## config.mk

```make
export PLATFORM = sky130hd
export DESIGN_NAME = unified_mem_arbiter
export DESIGN_NICKNAME = d
export VERILOG_FILES = /design/src/rtl/unified_mem_arb_pkg.sv /design/src/rtl/unified_mem_arb_select.sv /design/src/rtl/unified_mem_arbiter.sv
export SDC_FILE = /design/constraint.sdc
export NUM_CORES = 1
export LEC_CHECK = 0
export ABC_CLOCK_PERIOD_IN_PS = 2900
export CORE_MARGIN = 3
export CORE_UTILIZATION = 40
export DETAILED_ROUTE_END_ITERATION = 8
export HOLD_SLACK_MARGIN = 0.02
export PLACE_DENSITY = 0.85
export SLEW_MARGIN = 10
export SYNTH_ARGS = -nofsm -noshare
export SYNTH_HDL_FRONTEND = slang
export SYNTH_SLANG_ARGS = --single-unit
```

## constraint.sdc

```tcl
create_clock -name clk -period 2.9 [get_ports clk]
set_clock_uncertainty 0.15 [all_clocks]
set_input_delay 0.29 -clock clk [delete_from_list [all_inputs] [get_ports clk]]
set_output_delay 0.29 -clock clk [all_outputs]
set_load 0.005 [all_outputs]
```

## src/rtl/unified_mem_arb_pkg.sv

```systemverilog
// Shared types for the unified memory arbiter: FSM states, requester ids, width defaults.
package unified_mem_arb_pkg;
  localparam int ADDR_W_DEF = 10;
  localparam int DATA_W_DEF = 16;

  typedef enum logic [1:0] {
    IDLE   = 2'd0,
    ACCESS = 2'd1,
    WAIT   = 2'd2,
    RESP   = 2'd3
  } state_t;

  typedef enum logic {
    REQ_IF = 1'b0,
    REQ_D  = 1'b1
  } req_id_t;
endpackage

```

## src/rtl/unified_mem_arb_select.sv

```systemverilog
// Combinational arbitration: data wins unless fetch has waited through a full streak.
import unified_mem_arb_pkg::*;

module unified_mem_arb_select #(
  parameter int MAX_D_STREAK = 4,
  parameter int SW           = 3
) (
  input  logic          if_req,
  input  logic          d_req,
  input  logic [SW-1:0] streak,
  output req_id_t       winner,
  output logic          gnt_valid
);
  always_comb begin
    gnt_valid = if_req | d_req;
    winner    = REQ_IF;
    if (d_req && !(if_req && (streak == SW'(MAX_D_STREAK)))) winner = REQ_D;
  end
endmodule

```

## src/rtl/unified_mem_arbiter.sv

```systemverilog
// Two-port arbiter for one single-port memory; one access in flight, fixed read latency.
// Handshake: a req is held stable until its one-cycle gnt; gnt only issues in IDLE, same cycle.
import unified_mem_arb_pkg::*;

module unified_mem_arbiter #(
  parameter int ADDR_W       = ADDR_W_DEF,
  parameter int DATA_W       = DATA_W_DEF,
  parameter int MEM_LAT      = 1,
  parameter int MAX_D_STREAK = 4
) (
  input  logic              clk,
  input  logic              rst_n,
  input  logic              if_req,
  input  logic [ADDR_W-1:0] if_addr,
  output logic              if_gnt,
  output logic              if_rvalid,
  output logic [DATA_W-1:0] if_rdata,
  input  logic              d_req,
  input  logic              d_we,
  input  logic [ADDR_W-1:0] d_addr,
  input  logic [DATA_W-1:0] d_wdata,
  output logic              d_gnt,
  output logic              d_done,
  output logic [DATA_W-1:0] d_rdata,
  output logic              mem_en,
  output logic              mem_we,
  output logic [ADDR_W-1:0] mem_addr,
  output logic [DATA_W-1:0] mem_wdata,
  input  logic [DATA_W-1:0] mem_rdata
);
  localparam int SW = $clog2(MAX_D_STREAK + 1);
  localparam int CW = (MEM_LAT > 1) ? $clog2(MEM_LAT) : 1;

  state_t        state;
  req_id_t       owner;
  req_id_t       winner;
  logic          gnt_valid;
  logic          take;
  logic          cap;
  logic          we_q;
  logic [SW-1:0] streak;
  logic [CW-1:0] cnt;

  unified_mem_arb_select #(
    .MAX_D_STREAK(MAX_D_STREAK),
    .SW          (SW)
  ) u_select (
    .if_req   (if_req),
    .d_req    (d_req),
    .streak   (streak),
    .winner   (winner),
    .gnt_valid(gnt_valid)
  );

  // Gating with rst_n keeps the grants low while reset is held.
  assign take   = rst_n && (state == IDLE) && gnt_valid;
  assign if_gnt = take && (winner == REQ_IF);
  assign d_gnt  = take && (winner == REQ_D);
  assign cap    = ((state == ACCESS) && (MEM_LAT == 1)) || ((state == WAIT) && (cnt == '0));

  always_ff @(posedge clk or negedge rst_n) begin
    if (!rst_n) begin
      state     <= IDLE;
      owner     <= REQ_IF;
      we_q      <= 1'b0;
      streak    <= '0;
      cnt       <= '0;
      if_rvalid <= 1'b0;
      if_rdata  <= '0;
      d_done    <= 1'b0;
      d_rdata   <= '0;
      mem_en    <= 1'b0;
      mem_we    <= 1'b0;
      mem_addr  <= '0;
      mem_wdata <= '0;
    end else begin
      case (state)
        IDLE: begin
          if (take) begin
            owner  <= winner;
            mem_en <= 1'b1;
            state  <= ACCESS;
            if (winner == REQ_D) begin
              we_q      <= d_we;
              mem_we    <= d_we;
              mem_addr  <= d_addr;
              mem_wdata <= d_wdata;
              if (!if_req)                            streak <= '0;
              else if (streak != SW'(MAX_D_STREAK))   streak <= streak + SW'(1);
            end else begin
              we_q     <= 1'b0;
              mem_we   <= 1'b0;
              mem_addr <= if_addr;
              streak   <= '0;
            end
          end
        end
        ACCESS: begin
          mem_en <= 1'b0;
          mem_we <= 1'b0;
          if (MEM_LAT == 1) begin
            state <= RESP;
          end else begin
            cnt   <= CW'((MEM_LAT > 1) ? MEM_LAT - 2 : 0);
            state <= WAIT;
          end
        end
        WAIT: begin
          if (cnt == '0) state <= RESP;
          else           cnt   <= cnt - CW'(1);
        end
        RESP: begin
          if_rvalid <= 1'b0;
          d_done    <= 1'b0;
          state     <= IDLE;
        end
        default: state <= IDLE;
      endcase

      // Read data is sampled on the edge that ends the last latency cycle.
      if (cap) begin
        if (owner == REQ_IF) begin
          if_rvalid <= 1'b1;
          if_rdata  <= mem_rdata;
        end else begin
          d_done <= 1'b1;
          if (!we_q) d_rdata <= mem_rdata;
        end
      end
    end
  end
endmodule

```

==> load_flow_metrics.sql <==
INSERT INTO impl_metrics (metric_group, metric, value, unit) VALUES
('timing', 'final.setup.tns', '0', 'ns'),
('timing', 'min_period', '2.67', 'ns'),
('logic_synthesis', 'synth_cells', '203', ''),
('clock_network', 'tritoncts.num_buffers', '9', ''),
('grt', 'groute.layer.met2.usage', '27.4', '%'),
('clock_network', 'clock_tree_from_tritoncts', 'done', ''),
('clock_network', 'clkLatencyLatePin', '0.33', 'ns'),
('timing', 'clock.fmax', '374', 'MHz'),
('run', 'drv_cap', '0', ''),
('cells_and_area', 'fin_nets', '396', ''),
('pwr', 'power.share.sequential', '36.2', '%'),
('place', 'place_hpwl', '5010', 'microns'),
('grt', 'grt_util_all_layers', '17.1', '%'),
('cells_and_area', 'fill_cells', '532', ''),
('critical_path', 'critical_path_buf_inv_count', '3', ''),
('place', 'portBuffers', '120', ''),
('floorplanning', 'floorplan.initialDensity', '41.6', '%'),
('grt', 'top_usage_layer', 'met2', ''),
('clock_network', 'ctsLongestPathBuffers', '2', ''),
('critical_path', 'max_stage_delay', '0.53', 'ns'),
('place', 'routabilityCongestion', '0.780', ''),
('grt', 'grt_start_max_net_pins', '70', ''),
('timing', 'final-max-slew-violation-count', '0', ''),
('timing', 'timing.hold.ws', '0.0574', 'ns'),
('logic_synthesis', 'synth.yosys.warnings', '0', ''),
('floorplanning', 'die_width', '90.5', 'microns'),
('critical_path', 'setup.worst_path.class', 'reg -> out', ''),
('grt', 'use_met1', '22.5', '%'),
('critical_path', 'setup.worst_path.end', 'd_gnt', ''),
('timing', 'rsz0062_at_grt', 'false', ''),
('drt', 'post_drt_via_cell_ratio', '4.85', ''),
('logic_synthesis', 'synthFlopType', 'dfrtp_1', ''),
('floorplanning', 'fp-row-count', '30', ''),
('cells_and_area', 'area_delta_synth_final', '54.8', '%'),
('timing', 'layout_setup_ws', '0.226', 'ns'),
('place', 'place_ws', '0.442', 'ns'),
('logic_synthesis', 'synth_async_sr_flop_share', '100', '%'),
('clock_network', 'hold_bufs_at_cts', '0', ''),
('pwr', 'power.share.switching', '27.5', '%'),
('pwr', 'power_report.internal_total', '3.44', 'mW'),
('pwr', 'p_per_area', '1070', 'nW/um^2'),
('critical_path', 'worst-endpoint-arrival', '2.23', 'ns'),
('cells_and_area', 'final_core_util', '64.4', '%'),
('drt', 'postRouteWirelength', '6810', 'microns'),
('pwr', 'vdd_drop_max', '0.498', 'mV'),
('logic_synthesis', 'synth-seq-cells', '69', ''),
('critical_path', 'cp.depth', '6', ''),
('pwr', 'net-switching-power', '1.30', 'mW'),
('critical_path', 'critical_path.cell_chain', 'inv_1 -> ha_1 -> and3_1 -> or3_1 -> inv_12 -> clkdlybuf4s50_1', ''),
('outcome', 'run_status', 'complete, no violations', ''),
('floorplanning', 'ioPinCount', '121', ''),
('logic_synthesis', 'ys_seq_area_share', '60.4', '%'),
('timing', 'finalSetupViolCount', '0', ''),
('clock_network', 'cts.reportedPaths.clkPinSlew', '0.07', 'ns'),
('cells_and_area', 'seqCellArea', '1730', 'sq um'),
('critical_path', 'worst_setup_sp', 'streak[0]', ''),
('critical_path', 'critPathCaptureType', 'output port', ''),
('drt', 'vias', '2104', ''),
('cells_and_area', 'design_area', '4430', 'sq um'),
('drt', 'drcViolationCount', '0', ''),
('critical_path', 'r2r_end', 'mem_wdata[4]', ''),
('cells_and_area', 'antenna_cells_inserted', '0', ''),
('critical_path', 'highest_delay_cell_along_the_critical_path', 'or3_1', ''),
('clock_network', 'cts_htree_levels', '3', ''),
('logic_synthesis', 'synth_cell_type_count', '28', ''),
('cells_and_area', 'drive_gt1_share', '21.6', '%'),
('timing', 'worst_pin_slew', '0.822', 'ns'),
('drt', 'final_antenna_net_count', '0', ''),
('drt', 'post_drt_wl_per_cell', '15.7', 'microns'),
('critical_path', 'worst_ep_required_time', '2.46', 'ns'),
('clock_network', 'sinks_on_the_clock_net', '69', '');
[worst min path at each step]
stage	start	cells past startpoint	endpoint
after floorplan	rst_n	0	d_done
after global placement	mem_wdata[1]	1	mem_wdata[1]
after detailed placement	mem_wdata[0]	1	mem_wdata[0]
after CTS	rst_n	2	if_rdata[15]
after global routing	rst_n	2	d_rdata[13]
final	rst_n	2	d_done
[cells by family after synthesis]
group / count (synthesis) / share of synthesized area, %
AOI/OAI and AO/OA: 41 / 9.63
xor gates and xnor gates: 1 / 0.306
adders and majority gates: 6 / 2.63
buffers and inverters: 21 / 4.11
DFF: 69 / 60.4
muxes: 50 / 20.6
and+or+nand+nor: 15 / 2.36
[Yosys cell counts (2+ instances only)]
library cell	n	area, sq um
o22ai_1	2	12.5
a31oi_1	10	62.6
mux2_4	7	105
ha_1	6	75.1
a2bb2oi_1	11	96.3
buf_2	2	10.0
inv_1	8	30.0
mux2_2	38	428
mux2_1	4	45.0
o21ai_0	13	65.1
o211ai_1	2	15.0
clkbuf_1	8	30.0
dfrtp_1	69	1730
nand2_1	8	30.0
nor2_1	2	7.51
[registers in the layout, summed over array words and instances (netlist names)]
| name | count |
|---|---|
| d_done | 1 |
| d_rdata | 16 |
| if_rdata | 16 |
| if_rvalid | 1 |
| mem_addr | 10 |
| mem_en | 1 |
| mem_wdata | 16 |
| mem_we | 1 |
| owner | 1 |
| state | 2 |
| streak | 3 |
| we_q | 1 |
[cell type report]
class,instances,share of cell area (%)
sequential,69,39.0
inverter,9,1.05
multi-input combinational,113,22.9
clock buffer,10,2.88
timing repair buffer,131,28.9
tap,96,2.71
clock inverter,6,2.52
[power by group through the flow]
stage               Clock [mW]  Sequential (mW)  Combinational, mW
CTS                      0.946             1.72               2.14
detailed placement           0             1.72               2.13
global placement             0             1.71               2.07
global route             0.988             1.78               2.26
finish                   0.921             1.72               2.10
floorplan                    0             1.73              0.914
[metrics by stage]
step,power (mW),cells
floorplan,2.65,203
global placement,3.78,418
detailed placement,3.85,418
CTS,4.80,434
global route,5.02,434
finish,4.74,434
[placed cells by master (no fill, tap or decap)]
cell type,netlist,layout
clkbuf_1,8,1
o21ai_0,13,13
inv_12,1,1
o211ai_1,2,2
a22o_1,1,1
a21oi_1,1,1
xor2_1,1,1
clkdlybuf4s50_1,0,119
bufinv_16,0,3
buf_4,0,11
or3_1,1,1
ha_1,6,6
a31oi_1,10,10
or2_1,1,1
inv_1,8,8
mux2_1,4,4
mux2i_1,1,1
clkinvlp_4,0,1
nand3_1,1,1
clkbuf_8,0,9
a2bb2oi_1,11,11
clkinv_2,0,1
mux2_2,38,38
clkinv_4,0,1
buf_2,2,1
nor2_1,2,2
nand2_1,8,8
nand2b_1,1,1
a32o_1,1,1
o22ai_1,2,2
dfrtp_1,69,69
and3_1,1,1
mux2_4,7,7
[per-layer routing]
metal / up-vias / routed length [microns]
li1: 982 / -
met1: 1011 / 3060
met2: 101 / 3270
met3: 10 / 404
met4: 0 / 77
met5: - / 0
Note: power is estimated with default switching activity, not from simulation.
